**src/rtl/aes_dec_pkg.sv**
```systemverilog
// Shared definitions for the AES-256 decrypt datapath.
//   AES_BLOCK_W / AES_BYTES : state width in bits / bytes
//   inv_sr_idx(k)           : source byte index feeding output byte k of InvShiftRows
//   sr_idx(k)               : source byte index feeding output byte k of ShiftRows (encrypt side)
// Byte k of a state is bits [k*8 +: 8] of a [0:127] vector, k = row + 4*col.
package aes_dec_pkg;

    localparam int AES_BLOCK_W = 128;
    localparam int AES_BYTES   = 16;

    // Row r rotated right by r: out[r][c] = in[r][(c - r) mod 4] -> (13r + 4c) mod 16.
    function automatic int inv_sr_idx(input int k);
        return (13 * (k % 4) + 4 * (k / 4)) % 16;
    endfunction

    // Row r rotated left by r: out[r][c] = in[r][(c + r) mod 4] -> (5r + 4c) mod 16.
    function automatic int sr_idx(input int k);
        return (5 * (k % 4) + 4 * (k / 4)) % 16;
    endfunction

endpackage

```
**src/rtl/inv_shift_rows_comb.sv**
```systemverilog
// Pure combinational InvShiftRows byte permutation.
//   state : input state, column-major byte order
//   perm  : InvShiftRows(state), same byte order
module inv_shift_rows_comb
    import aes_dec_pkg::*;
(
    input  logic [0:AES_BLOCK_W-1] state,
    output logic [0:AES_BLOCK_W-1] perm
);

    for (genvar r = 0; r < 4; r++) begin : g_row
        for (genvar c = 0; c < 4; c++) begin : g_col
            localparam int K   = r + 4 * c;
            localparam int SRC = inv_sr_idx(K);
            assign perm[K*8 +: 8] = state[SRC*8 +: 8];
        end
    end

endmodule

```
**src/rtl/inv_shift_rows_stage.sv**
```systemverilog
// Registered InvShiftRows stage with a 2-entry elastic buffer.
//   clk, reset      : clock, async active-low reset
//   flush           : synchronous clear of buffered entries
//   in_ready/in/in_tag : input strobe, state, sideband tag
//   in_busy         : skid entry occupied, upstream must hold
//   out_ready/out/out_tag : output valid, permuted state, tag (direct flop outputs)
//   out_hold        : downstream backpressure
//   level           : entries buffered (0..2)
module inv_shift_rows_stage
    import aes_dec_pkg::*;
#(
    parameter int TAG_W = 4
) (
    input  logic                   clk,
    input  logic                   reset,
    input  logic                   flush,
    input  logic                   in_ready,
    input  logic [0:AES_BLOCK_W-1] in,
    input  logic [TAG_W-1:0]       in_tag,
    output logic                   in_busy,
    output logic                   out_ready,
    output logic [0:AES_BLOCK_W-1] out,
    output logic [TAG_W-1:0]       out_tag,
    input  logic                   out_hold,
    output logic [1:0]             level
);

    logic [0:AES_BLOCK_W-1] perm;
    logic                   main_vld, skid_vld;
    logic [0:AES_BLOCK_W-1] main_data, skid_data;
    logic [TAG_W-1:0]       main_tag, skid_tag;
    logic                   accept, emit;

    // Permute before storage so the output is a bare register.
    inv_shift_rows_comb u_perm (
        .state (in),
        .perm  (perm)
    );

    // A full skid blocks input, so level 2 never accepts.
    assign accept = in_ready && !skid_vld;
    assign emit   = main_vld && !out_hold;

    always_ff @(posedge clk or negedge reset) begin
        if (!reset) begin
            main_vld  <= 1'b0;
            skid_vld  <= 1'b0;
            main_data <= '0;
            main_tag  <= '0;
            skid_data <= '0;
            skid_tag  <= '0;
        end else if (flush) begin
            main_vld <= 1'b0;
            skid_vld <= 1'b0;
        end else if (skid_vld) begin
            if (emit) begin
                main_data <= skid_data;
                main_tag  <= skid_tag;
                skid_vld  <= 1'b0;
            end
        end else if (main_vld) begin
            if (accept && emit) begin
                main_data <= perm;
                main_tag  <= in_tag;
            end else if (accept) begin
                skid_data <= perm;
                skid_tag  <= in_tag;
                skid_vld  <= 1'b1;
            end else if (emit) begin
                main_vld <= 1'b0;
            end
        end else if (accept) begin
            main_data <= perm;
            main_tag  <= in_tag;
            main_vld  <= 1'b1;
        end
    end

    assign out_ready = main_vld;
    assign out       = main_data;
    assign out_tag   = main_tag;
    assign in_busy   = skid_vld;
    assign level     = {1'b0, main_vld} + {1'b0, skid_vld};

endmodule

```
**config.mk**
```make
export PLATFORM = sky130hd
export DESIGN_NAME = inv_shift_rows_stage
export DESIGN_NICKNAME = d
export VERILOG_FILES = /design/src/rtl/aes_dec_pkg.sv /design/src/rtl/inv_shift_rows_comb.sv /design/src/rtl/inv_shift_rows_stage.sv
export SDC_FILE = /design/constraint.sdc
export NUM_CORES = 1
export LEC_CHECK = 0
export CAP_MARGIN = 30
export CORE_ASPECT_RATIO = 0.75
export CORE_MARGIN = 2
export CORE_UTILIZATION = 45
export CTS_CLUSTER_DIAMETER = 200
export CTS_CLUSTER_SIZE = 10
export DETAILED_ROUTE_END_ITERATION = 8
export PLACE_DENSITY_LB_ADDON = 0.25
export SLEW_MARGIN = 20
export SYNTH_ARGS = -nofsm -noshare
export SYNTH_HDL_FRONTEND = slang
export SYNTH_SLANG_ARGS = --single-unit
```
**constraint.sdc**
```tcl
create_clock -name clk -period 1.9 [get_ports clk]
set_clock_uncertainty 0.05 [all_clocks]
set_input_delay 0.57 -clock clk [delete_from_list [all_inputs] [get_ports clk]]
set_output_delay 0.57 -clock clk [all_outputs]
set_load 0.1 [all_outputs]
```
==> flow_summary.json <==
{
  "p_sw_frac": 0.407,
  "ir_drop_mv": 1.06,
  "design_area_um2": 18700,
  "setup_viol": 264,
  "power.switching_mw": 10.7,
  "ant_nets": 0,
  "num_vias": 7450,
  "setup_ws_ps": -238,
  "max_cap_viol_count": 0,
  "gp_congestion": 0.741,
  "dpl-instance-area_um2": 16500,
  "relSlewSlack": 0.779,
  "core.rowCount": 50,
  "tns_ps": -33510,
  "grt_overflow": 0,
  "slew_violations": 0,
  "seq_power_share": 0.324,
  "min_path_type": "in -> reg",
  "synth_area_um2": 11500,
  "layout_common_cells": "274 x mux2_2, 264 x dfrtp_1, 168 x buf_12",
  "portBuffers": 272,
  "cts_buffers": 30,
  "dp.cells": 1340,
  "die_w_um": 189,
  "violations": "setup timing",
  "dr.pass1.iters": 4,
  "drive_above_1_share": 0.621,
  "grt_max_degree": 63,
  "design_power_total_mw": 26.3,
  "via_per_inst": 5.23,
  "rsz0062_at_grt": "yes",
  "seq_area_frac_synth": 0.579,
  "synth_top_area_share": 0.579,
  "ys_types": 19,
  "h-tree-depth": 1,
  "critPathLaunchType": "register",
  "stdcell_count": 1424,
  "status": "finished with violations",
  "syn_nets": 864,
  "clk-insertion-delay-late_ps": 540,
  "crit_fanout": 2,
  "hold_viol_final": 0,
  "grt_pass1_wl_um": 46900,
  "grt_pass1_vias": 8149,
  "antenna_found_initial": 2,
  "power_frac_clock": 0.194,
  "synth_area_leaders": "dfrtp_1 58%, mux2_2 31%, mux2_1 7.8%",
  "drcViolationCount": 0,
  "final_common_cell": "mux2_2",
  "place_ws_ps": -643,
  "powerDensity_nw_per_um2": 1400,
  "required_ps": 1280,
  "cts_sinks": 266,
  "cts_buffer_depth": 3,
  "nets": 1223,
  "initial_core_util": 0.459,
  "syn_to_final_growth_pct": 62.9,
  "tritoncts": "yes",
  "ys_seq_elements": 266,
  "die_h_um": 142,
  "arrival_ps": 1520,
  "intPower_mw": 15.6,
  "r2r_slack_ps": -190,
  "layout_worst_path_cycle_share": 1.13,
  "io_pins": 273,
  "post-route-min-period_ps": 2140,
  "dr.first_iter.drc_count": 308,
  "endpoint_kind": "output pin",
  "clockRootBuffer": "clkbuf_16",
  "core_um2": 25000,
  "dieArea_um2": 26900,
  "avgRoutedWirePerCell_um": 22.5,
  "worstSetupPathType": "reg -> out",
  "combinationalPowerShare": 0.482,
  "power_leakage_nw": 8.55,
  "synth.avg_cell_area_um2": 15.9,
  "yosysTopAreaCell": "dfrtp_1",
  "grt_use_total": 0.222,
  "worstMarginPinSlew_ps": 330,
  "yosysWarnings": 0,
  "clk_pin_slew_worst_paths_ps": 60,
  "max_freq_ghz": 0.468,
  "hpwl_um": 18900,
  "wirelength_um": 32000,
  "synth_cells": 724
}
[what timing repair did]
item | in CTS | in global routing
pin swaps | 4 | 4
hold endpoints to repair | 22 | 0
hold buffers | 1 | 0
resized for setup | 117 | 82
setup buffers | 21 | 13
setup endpoints to repair | 118 | 268
cloned | 10 | 14
[stage by stage]
step | util | hold slack, ps
6_report | 0.748 | 411
5_1_grt | 0.748 | 442
4_1_cts | 0.727 | 425
3_5_place_dp | 0.657 | 401
3_3_place_gp | 0.657 | 404
2_1_floorplan | - | 224
[state kept, by name, summed over array words and instances, names as in the netlist]
| register | cells |
|---|---|
| out_tag | 4 |
| skid_data | 128 |
| out_ready | 1 |
| out | 128 |
| in_busy | 1 |
| skid_tag | 4 |
[synth_stat cells]
library cell,instances
mux2_2,316
dfrtp_1,266
mux2_1,80
buf_2,21
buf_6,8
clkbuf_1,7
buf_1,6
a21oi_1,3
ha_1,3
inv_1,3
nor2_1,2
nor3_1,2
buf_4,1
inv_2,1
nand2_1,1
nand4_1,1
nor4_2,1
o21ai_0,1
o221ai_2,1
[worst max-delay path: stages, from the launching register on]
cell and delay (ps):
dfrtp_4 500, buf_6 150, ha_4 160, buf_12 160
[cell families (layout without fill, tap and decap cells)]
family	count (synthesis)	after routing	synth area share
fa+ha+maj	3	3	0.00327
simple gates	7	7	0.00348
other cells	0	1	0
mux	396	396	0.388
compound gates	5	5	0.00305
buf+inv	47	408	0.0232
flops	266	266	0.579
[power by group through the flow]
stage,Combinational (mW),Sequential (mW),Clock [mW]
finish,12.7,8.53,5.10
global route,13.0,8.70,5.45
CTS,12.5,8.49,5.21
detailed placement,11.8,8.53,0
global placement,11.7,8.46,0
floorplan,1.85,13.5,0
[cell type report]
| cell class | count | area [um2] |
|---|---|---|
| diodes | 1 | 2.50 |
| fillers | 1499 | 6300 |
| multi-input cells | 411 | 5110 |
| well taps | 338 | 423 |
| clock inverters | 1 | 30.0 |
| clock buffers | 33 | 783 |
| repair buffers | 370 | 5690 |
| inverters | 4 | 22.5 |
| flip-flops and latches | 266 | 6660 |
[metal layers]
metal  part of all wire  global-route usage  vias to the layer above  wire (um)
li1                   -                   -                     3324          -
met1               0.44               0.305                     3869      14000
met2               0.48               0.354                      202      15200
met3              0.059              0.0572                       55       1880
met4              0.028              0.0580                        0        890
met5                  0                   0                        -          0
[final timing paths]
check	from	endpoint	depth (start not counted)
max in group asynchronous	reset	skid_data[88]$_DFFE_PN0P_	3
min reg2reg	skid_data[19]$_DFFE_PN0P_	skid_data[19]$_DFFE_PN0P_	1
min	out_hold	in_busy$_DFF_PN0_	3
min in group asynchronous	reset	skid_data[39]$_DFFE_PN0P_	2
max reg2reg	in_busy$_DFF_PN0_	skid_data[84]$_DFFE_PN0P_	9
max	out_ready$_DFFE_PN0P_	level[1]	3
Power figures use the tool's default switching activity.
